===== src/rtl/dram_access_ctrl.sv =====
// dram_access_ctrl: single-outstanding load/store initiator for the data-RAM port.
// Drives dram pins for one ISSUE cycle and returns one response per request.
module dram_access_ctrl #(
    parameter int ADDR_W  = 11,
    parameter int WDATA_W = 24,
    parameter int RDATA_W = 16,
    parameter int RD_LAT  = 1,
    parameter int DEPTH   = 2048
) (
    input  logic               clk,
    input  logic               rst,
    input  logic               req_valid,
    output logic               req_ready,
    input  logic               req_write,
    input  logic [ADDR_W-1:0]  req_addr,
    input  logic [WDATA_W-1:0] req_wdata,
    output logic               resp_valid,
    input  logic               resp_ready,
    output logic               resp_write,
    output logic               resp_err,
    output logic [RDATA_W-1:0] resp_rdata,
    output logic [ADDR_W-1:0]  mem_address,
    output logic [WDATA_W-1:0] mem_write_data,
    output logic               mem_read_not_write,
    output logic               mem_cs,
    input  logic [RDATA_W-1:0] mem_read_data
);
    typedef enum logic [1:0] {IDLE, ISSUE, WAIT, RESP} state_t;
    state_t state, state_n;
    logic [1:0] cnt;
    logic accept, in_range, last;
    assign req_ready = (state == IDLE) & ~rst;
    assign accept = req_valid & req_ready;
    assign in_range = 32'(req_addr) < DEPTH;
    assign last = cnt == 2'(RD_LAT - 1);
    assign mem_cs = state == ISSUE;
    assign mem_read_not_write = ~(mem_cs & resp_write);
    assign resp_valid = state == RESP;
    always_comb begin
        state_n = state;
        unique case (state)
            IDLE:    state_n = accept ? (in_range ? ISSUE : RESP) : IDLE;
            ISSUE:   state_n = resp_write ? RESP : WAIT;
            WAIT:    state_n = last ? RESP : WAIT;
            RESP:    state_n = resp_ready ? IDLE : RESP;
            default: state_n = IDLE;
        endcase
    end
    // mem_address/mem_write_data double as the request latch so the dram pins only move on accept
    always_ff @(posedge clk) begin
        if (rst) begin
            state          <= IDLE;
            cnt            <= '0;
            resp_write     <= 1'b0;
            resp_err       <= 1'b0;
            resp_rdata     <= '0;
            mem_address    <= '0;
            mem_write_data <= '0;
        end else begin
            state <= state_n;
            cnt   <= (state == WAIT) ? cnt + 2'd1 : '0;
            if (accept) begin
                resp_write <= req_write;
                resp_err   <= ~in_range;
                resp_rdata <= '0;
                if (in_range) begin
                    mem_address    <= req_addr;
                    mem_write_data <= req_wdata;
                end
            end
            if (state == WAIT && last)
                resp_rdata <= mem_read_data;
        end
    end
endmodule


===== config.mk =====
export PLATFORM = sky130hd
export DESIGN_NAME = dram_access_ctrl
export DESIGN_NICKNAME = d
export VERILOG_FILES = /design/src/rtl/dram_access_ctrl.sv
export SDC_FILE = /design/constraint.sdc
export NUM_CORES = 1
export LEC_CHECK = 0
export CAP_MARGIN = 5
export CORE_MARGIN = 2
export CORE_UTILIZATION = 35
export DETAILED_ROUTE_END_ITERATION = 8
export PLACE_DENSITY = 0.85
export SLEW_MARGIN = 20
export SYNTH_ARGS = -nofsm -noshare
export SYNTH_HDL_FRONTEND = slang
export SYNTH_SLANG_ARGS = --single-unit

===== constraint.sdc =====
create_clock -name clk -period 1.4 [get_ports clk]
set_clock_uncertainty 0.2 [all_clocks]
set_input_delay 0.35 -clock clk [delete_from_list [all_inputs] [get_ports clk]]
set_output_delay 0.35 -clock clk [all_outputs]
set_load 0.005 [all_outputs]

**Word level (Yosys, flattened, before mapping)**

Index checks and enable logic that the tools add are counted.

- Register bits after elaboration: 56
- Output and inout port bits: 57
- Word-level logic and storage cells: 28

- Reduce and logical (&&, ||, !) cells: 5
- $add $sub $neg: 1
- Eq/ne operators: 3
- Bitwise gates (word level): 6
- Mux-type cells: 7

Operators with widths:

| operator | number |
|---|---|
| $mux W16 | 2 |
| $pmux W2 S4 | 1 |
| $eq A2 B2 Y1 const B | 2 |
| $logic_not A2 Y1 | 2 |
| $and A1 B1 Y1 | 3 |
| $mux W1 | 3 |
| $not A1 Y1 | 3 |
| $add A2 B1 Y2 const B | 1 |
| $eq A2 B1 Y1 const B | 1 |
| $mux W2 | 1 |
| $reduce_bool A2 Y1 | 1 |
| $reduce_or A2 Y1 | 1 |
| $logic_and A1 B1 Y1 | 1 |

**Depth between registers and ports, before layout**

Gate-level depths: netlist (run 1).

- Depth after elaboration: 5
- Depth in mapped cells: 6

**Least setup slack after synthesis (run 1)**

Ideal clock, no wire load.

- Path type: register to register
- Start: register cnt[0]
- End: register resp_rdata[10]
- Arrival time: 1.272 ns
- Cell stages (with the launch flop): 7
- Slack: -0.131 ns
- Required time: 1.141 ns
- Clock period less this slack: 1.531 ns
- Setup time: 0.059 ns
- Path through: dfxtp_1 > inv_1 > ha_1 > mux2_2 > a21oi_4 > buf_6 > a22o_1

- Longest elaborated chain between the ends: 3

Ends and longest elaborated chain:

| what | RTL line | RTL |
|---|---|---|
| from (decl) | 30 | `logic [1:0] cnt;` |
| from (signal assigned) | 61 | `cnt <= (state == WAIT) ? cnt + 2'd1 : '0;` |
| $logic_not A2 Y1 (*) | 35 | `assign last = cnt == 2'(RD_LAT - 1);` |
| $logic_and A1 B1 Y1 (*) | 71 | `if (state == WAIT && last)` |
| $mux W16 / $reduce_bool A2 Y1 (equally long branches) | n/a |  |
| to (signal assigned) | 72 | `resp_rdata <= mem_read_data;` |
| to (decl) | 21 | `output logic [RDATA_W-1:0] resp_rdata,` |

Every way passes the cells marked *; elsewhere a longest branch is shown, timed or not.
A chain may end at the register's enable or synchronous reset.

**Worst setup path in the final report (run 1)**

- Start: register state[1]
- End: register resp_rdata[11]

- Longest elaborated chain between the ends: 4

Ends and longest elaborated chain:

| what | RTL line | RTL |
|---|---|---|
| from (decl) | 29 | `state_t state, state_n;` |
| from (signal assigned) | 60 | `state <= state_n;` |
| $logic_not A2 Y1 | 32 | `assign req_ready = (state == IDLE) & ~rst;` |
| $and A1 B1 Y1 | 32 |  |
| $and A1 B1 Y1 | 33 | `assign accept = req_valid & req_ready;` |
| $reduce_bool A2 Y1 (no line) | n/a |  |

Parallel ways exist; a longest one is shown, timed or not.

==> results by group, run 1 <==
Setup path
  – Worst Path Required: 1430 ps
  – Largest delay contributor family on the critical path: buffers and inverters
  – Critical path's slowest cell: dfxtp_4
  – R2r setup slk: -260 ps
  – WP buf/inv: 3
  – Crit path arrival time: 1690 ps
  – Setup Crit Path Kind: flip-flop to flip-flop
  – CP Max Fanout: 16
  – Most used cell, CP: buf_6
  – Crit path capture type: flip-flop
  – Worst setup SP type: flip-flop
  – CP peak stage delay: 350 ps
  – Critical-path cell list: buf_6 > buf_6 > mux2_4 > a21oi_4 > buf_12 > a22o_1

STA
  – Fin. Hold Viols: 0
  – Final setup vio count: 56
  – Slew Viols, Final: 0
  – Max Freq: 603 MHz
  – Fin crit period: 1660 ps
  – RSZ-0062 raised after global routing: true
  – Final WS setup: -258 ps
  – Fin crit share: 1.18

Clock tree
  – CTS max path bufs: 2
  – CTS root buffer: clkbuf_8
  – TritonCTS clock tree: built
  – Worst-path clk slew: 100 ps
  – # clock sinks: 56
  – H-tree Lvls: 2
  – Hold-fix buffers at CTS: 0
  – CTS Buf Count: 5
  – Clk Latency, worst-skew pair: 290 ps

Pwr
  – Leak pwr: 1.56 nW
  – Worst VDD drop: 0.581 mV
  – Power per Cell Area: 1050 nW/µm²

Final layout
  – Antenna Cells: 0
  – # nets final: 418
  – Fill cell count: 498
  – Area grow syn2layout: 73.3%
  – Area of the multi-input gates: 852 µm²
  – Register area: 1190 µm²
  – Finished Cell Area: 3570 µm²
  – Final core occ: 0.637
  – Layout cells sized above 1: 0.464

Place
  – Detail Placement HPWL: 3700 µm
  – Routability Congestion: 0.761
  – IO Port Bufs: 111
  – Dpl cell area: 3270 µm²

Routing
  – DRC: 0
  – Drt initial violations: 83
  – Vias: 2011
  – First-pass iteration count of the detailed router: 4
  – Routed WL per cell: 14.0 µm
  – Antenna-violating nets left: 0
  – Vias/cell: 4.63
  – Total wire length: 6060 µm

Yosys
  – Synthesis Warnings: 0
  – Mapped Avg Cell Area: 9.41 µm²
  – Post-synth net total: 276
  – FFs w/ async S/R, synth: 0
  – Mapped Cells: 219
  – Seq cells post-synth: 56
  – Number of synthesized flops with an enable pin: 0
  – Cell taking the most area after synthesis: dfxtp_1
  – Count leader, synth: dfxtp_1
  – Mapped cell area: 2060 µm²
  – Synth cell count leaders: dfxtp_1, nand2_1, nand2b_1, o21ai_0, a22o_1
  – Synth area leaders: dfxtp_1, nand2b_1, nand2_1
  – Seq/Total Area, Yosys: 0.544
  – Main synth FF type: dfxtp_1
  – Yosys top cell area share: 0.544
  – Unique masters post-synth: 25

Global routing
  – Initial antenna violation count: 0
  – First-pass GRT wire length: 8700 µm
  – Largest net degree at the start of global routing: 25
  – Gr usage total: 0.171
  – Overflow after GRT: 0
  – Vias in the first global route: 1839

Floorplan
  – FP Rows: 27
  – Die X: 80.7 µm
  – Core area: 5610 µm²
  – Starting Density: 0.367
  – Die height: 80.7 µm
  – Die area: 6520 µm²
  – # IOs: 113

Job
  – Maxcap violations: 0

Worst hold path
  – Hold WC Path Type: flip-flop to flip-flop

Run status
  – Failing checks: negative setup slack
  – Status: complete, but fails checks
-- registers in the layout, summed over array words and instances, names as in the netlist --
register,flops
mem_address,11
resp_write,1
cnt,2
mem_write_data,24
state,2
resp_rdata,16
-- worst paths after layout --
check / from / endpoint / cells after the start
worst max register to register: state[1] / resp_rdata[11] / 6
worst min register to register: mem_write_data[22] / mem_write_data[22] / 2
worst max-delay path: state[1] / resp_rdata[11] / 6
worst min-delay path: mem_write_data[22] / mem_write_data[22] / 2
-- stage by stage --
stage	setup TNS [ps]	worst slack (ps)	std cells	total power, mW	hold slack [ps]
finish	-11790	-258	434	3.74	262
global route	-15880	-312	434	3.91	281
CTS	-12400	-251	421	3.74	267
detailed placement	-33510	-674	396	2.54	254
global placement	-33160	-637	396	2.52	250
floorplan	-2240	-63.7	219	2.08	259
-- routing by layer --
| metal | global-route usage | wire length, µm | share of wire | up-vias |
|---|---|---|---|---|
| met3 | 0.0522 | 480 | 0.079 | 6 |
| li1 | - | - | - | 1008 |
| met1 | 0.199 | 2510 | 0.41 | 924 |
| met5 | 0 | 0 | 0 | - |
| met4 | 0.0305 | 44 | 0.0073 | 0 |
| met2 | 0.313 | 3020 | 0.50 | 73 |
-- power breakdown --
group | internal (mW) | leakage (nW) | switching [mW]
clock network | 0.632 | 0.0645 | 0.494
logic | 0.496 | 1.01 | 0.306
registers | 1.74 | 0.481 | 0.0681
-- layout by cell type (no fill, tap or decap), types with 2 or more instances in the layout --
| cell | synthesis | layout |
|---|---|---|
| buf_4 | 1 | 27 |
| inv_1 | 3 | 2 |
| buf_12 | 0 | 4 |
| dfxtp_1 | 56 | 2 |
| buf_6 | 3 | 5 |
| o21ai_0 | 29 | 4 |
| o21ai_1 | 7 | 31 |
| dfxtp_4 | 0 | 2 |
| clkbuf_16 | 0 | 3 |
| a22o_1 | 16 | 16 |
| clkbuf_2 | 3 | 36 |
| nand2_1 | 39 | 38 |
| buf_2 | 6 | 20 |
| and2_1 | 4 | 4 |
| clkdlybuf4s50_1 | 0 | 54 |
| dfxtp_2 | 0 | 52 |
| clkbuf_8 | 0 | 7 |
| nand2b_1 | 36 | 36 |
| buf_16 | 0 | 2 |
-- cell type report --
type / instances / area share
repair buffers: 152 / 0.364
flip-flops and latches: 56 / 0.334
multi-input cells: 143 / 0.239
clock buffers: 7 / 0.0270
well taps: 72 / 0.0252
clock inverters: 1 / 0.00841
inverters: 3 / 0.00315
-- repair_timing --
| action | in CTS | in global routing |
|---|---|---|
| resized for setup | 220 | 55 |
| endpoints found under the setup margin | 108 | 105 |
| pin swaps | 5 | 3 |
| hold endpoints to repair | 0 | 0 |
| setup buffers | 15 | 10 |
| cloned | 2 | 3 |
-- worst reg2reg max path, cell delays in order, from the launching register on --
cell and delay (ps):
dfxtp_4 350, buf_6 130, buf_6 110, mux2_4 320
a21oi_4 180, buf_12 160, a22o_1 140
-- kinds of logic (layout without fill, tap and decap cells) --
group,Yosys count,after routing,share of synthesized area
AO/OA/AOI/OAI,57,57,0.176
flip-flops,56,56,0.544
AND/OR/NAND/NOR,83,83,0.212
multiplexers,1,1,0.00546
buffers and inverters,20,163,0.0546
other,1,1,0.00182
adder cells (fa/ha/maj),1,1,0.00607
Power figures use the tool's default switching activity.
==> run 2, diff against run 1 <==
--- a/config.mk
+++ b/config.mk
@@ -9,6 +9,7 @@
 export CORE_MARGIN = 2
 export CORE_UTILIZATION = 35
 export DETAILED_ROUTE_END_ITERATION = 8
+export MAX_ROUTING_LAYER = met4
 export PLACE_DENSITY = 0.85
 export SLEW_MARGIN = 20
 export SYNTH_ARGS = -nofsm -noshare
==> results by group, run 2 (same netlist as run 1, synthesis figures left out) <==
Setup path
  – Most used cell, CP: buf_6
  – Critical-path cell list: buf_6 > buf_6 > mux2_4 > a21oi_4 > buf_12 > a22o_1
  – CP peak stage delay: 350 ps (about the same)
  – Critical path's slowest cell: dfxtp_4
  – Worst setup SP type: flip-flop
  – Crit path arrival time: 1700 ps (about the same)
  – Worst Path Required: 1430 ps (about the same)
  – WP buf/inv: 3 (unchanged)
  – Setup Crit Path Kind: flip-flop to flip-flop
  – CP Max Fanout: 16 (unchanged)
  – Largest delay contributor family on the critical path: buffers and inverters
  – Crit path capture type: flip-flop

Final layout
  – Antenna Cells: 0 (unchanged)
  – # nets final: 419 (+0.24%)
  – Layout cells sized above 1: 0.466 (+0.00148)
  – Most flops, register: mem_write_data
  – Finished Cell Area: 3580 µm² (+0.21%)
  – Most frequent cells in the layout: clkdlybuf4s50_1, dfxtp_2, nand2_1
  – Max reg flops: 24 (unchanged)
  – Area grow syn2layout: 73.7%
  – Largest regs: mem_write_data x24, resp_rdata x16, mem_address x11
  – Fill cell count: 499 (+0.20%)
  – Commonest non-fill, non-tap cell in the layout: clkdlybuf4s50_1

STA
  – Final WS setup: -262 ps (-3.40 ps)
  – Fin crit period: 1660 ps (+3.40 ps)
  – Max Freq: 602 MHz (-0.20%)
  – Fin crit share: 1.19 (+0.00243)
  – Final setup vio count: 56 (unchanged)
  – Fin. Hold Viols: 0 (unchanged)
  – TNS Setup: -11830 ps (-47.1 ps)
  – Slew Viols, Final: 0 (unchanged)
  – RSZ-0062 raised after global routing: true

Job
  – Maxcap violations: 0 (unchanged)

Routing
  – Drt initial violations: 79 (-4.8%)
  – Routed WL per cell: 14.0 µm (+0.33%)
  – Vias: 2030 (+0.94%)
  – Antenna-violating nets left: 0 (unchanged)
  – First-pass iteration count of the detailed router: 5 (+1)
  – Vias/cell: 4.67 (+0.71%)
  – Total wire length: 6090 µm (+0.56%)
  – Highest routed layer: met4
  – Met3 wire length: 410 µm (-15%)
  – WL met2: 3060 µm (+1.3%)
  – DRC: 0 (unchanged)
  – Wl on met1: 2570 µm (+2.5%)

Pwr
  – Leak pwr: 1.56 nW (+0.34%)
  – Power per Cell Area: 1040 nW/µm² (about the same)
  – Worst VDD drop: 0.580 mV (-0.16%)

Place
  – Setup WS pre-CTS: -674 ps (unchanged)
  – IO Port Bufs: 111 (unchanged)
  – Dpl cell area: 3270 µm² (unchanged)
  – Detail Placement HPWL: 3700 µm (unchanged)
  – Routability Congestion: 0.771 (+1.3%)

Clock tree
  – CTS max path bufs: 2 (unchanged)
  – Clk Latency, worst-skew pair: 290 ps (about the same)
  – Hold-fix buffers at CTS: 0 (unchanged)
  – H-tree Lvls: 2 (unchanged)
  – CTS root buffer: clkbuf_8
  – # clock sinks: 56 (unchanged)
  – Worst-path clk slew: 100 ps (about the same)
  – CTS Buf Count: 5 (unchanged)
  – TritonCTS clock tree: built

Floorplan
  – Starting Density: 0.367 (unchanged)
  – Die height: 80.7 µm (unchanged)
  – # IOs: 113 (unchanged)
  – Core area: 5610 µm² (unchanged)
  – Die X: 80.7 µm (unchanged)
  – FP Rows: 27 (unchanged)
  – Die area: 6520 µm² (unchanged)

Global routing
  – First-pass GRT wire length: 8700 µm (unchanged)
  – Overflow after GRT: 0 (unchanged)
  – Initial antenna violation count: 0 (unchanged)
  – Gr usage total: 0.176 (+0.00497)
  – Vias in the first global route: 1841 (+0.11%)
  – Largest net degree at the start of global routing: 25 (unchanged)

Worst hold path
  – Hold WC Path Type: flip-flop to flip-flop

Run status
  – Failing checks: negative setup slack
  – Status: complete, but fails checks
## run 2: through the flow
stage	std cells	util	hold WS, ps	power (mW)
3_5_place_dp	396	0.584	254	2.54
4_1_cts	421	0.653	267	3.74
5_1_grt	435	0.638	281	3.91
2_1_floorplan	219	-	259	2.08
6_report	435	0.638	262	3.74
3_3_place_gp	396	0.584	250	2.52
## run 2: path summary, 6_finish.rpt
path / start / to / slack (ps) / cells past startpoint
worst max-delay path: state[1] / resp_rdata[11] / -260 / 6
worst min-delay path: mem_write_data[22] / mem_write_data[22] / 260 / 2
worst max register to register: state[1] / resp_rdata[11] / -260 / 6
worst min register to register: mem_write_data[22] / mem_write_data[22] / 260 / 2
## run 2: where the power goes
group / switching (mW) / leakage [nW] / internal, mW / total, mW
logic: 0.307 / 1.01 / 0.499 / 0.806
registers: 0.0682 / 0.481 / 1.74 / 1.81
clock network: 0.495 / 0.0645 / 0.632 / 1.13
## run 2: tightest hold or removal path, delay by kind of cell (launching register included)
family,cells,cell delay [ps]
AO/OA/AOI/OAI,1,50
flip-flops,1,330
AND/OR/NAND/NOR,1,60
## run 2: layer usage
layer / GRT usage / vias up
li1: - / 1009
met1: 0.208 / 943
met2: 0.313 / 72
met3: 0.0389 / 6
met4: 0.0305 / 0
met5: - / -
## run 2: final cells by class
class,instances,area (µm²),area share
timing repair buffer,153,1310,0.365
sequential,56,1190,0.333
multi-input combinational,143,852,0.238
clock buffer,7,96.3,0.0269
tap,72,90.1,0.0252
clock inverter,1,30.0,0.00839
inverter,3,11.3,0.00315
## run 2: timing repair
action | 4_1_cts | 5_1_grt
setup buffers | 15 | 11
endpoints found under the setup margin | 108 | 105
pin swaps | 5 | 3
resized for setup | 220 | 55
cloned | 2 | 3
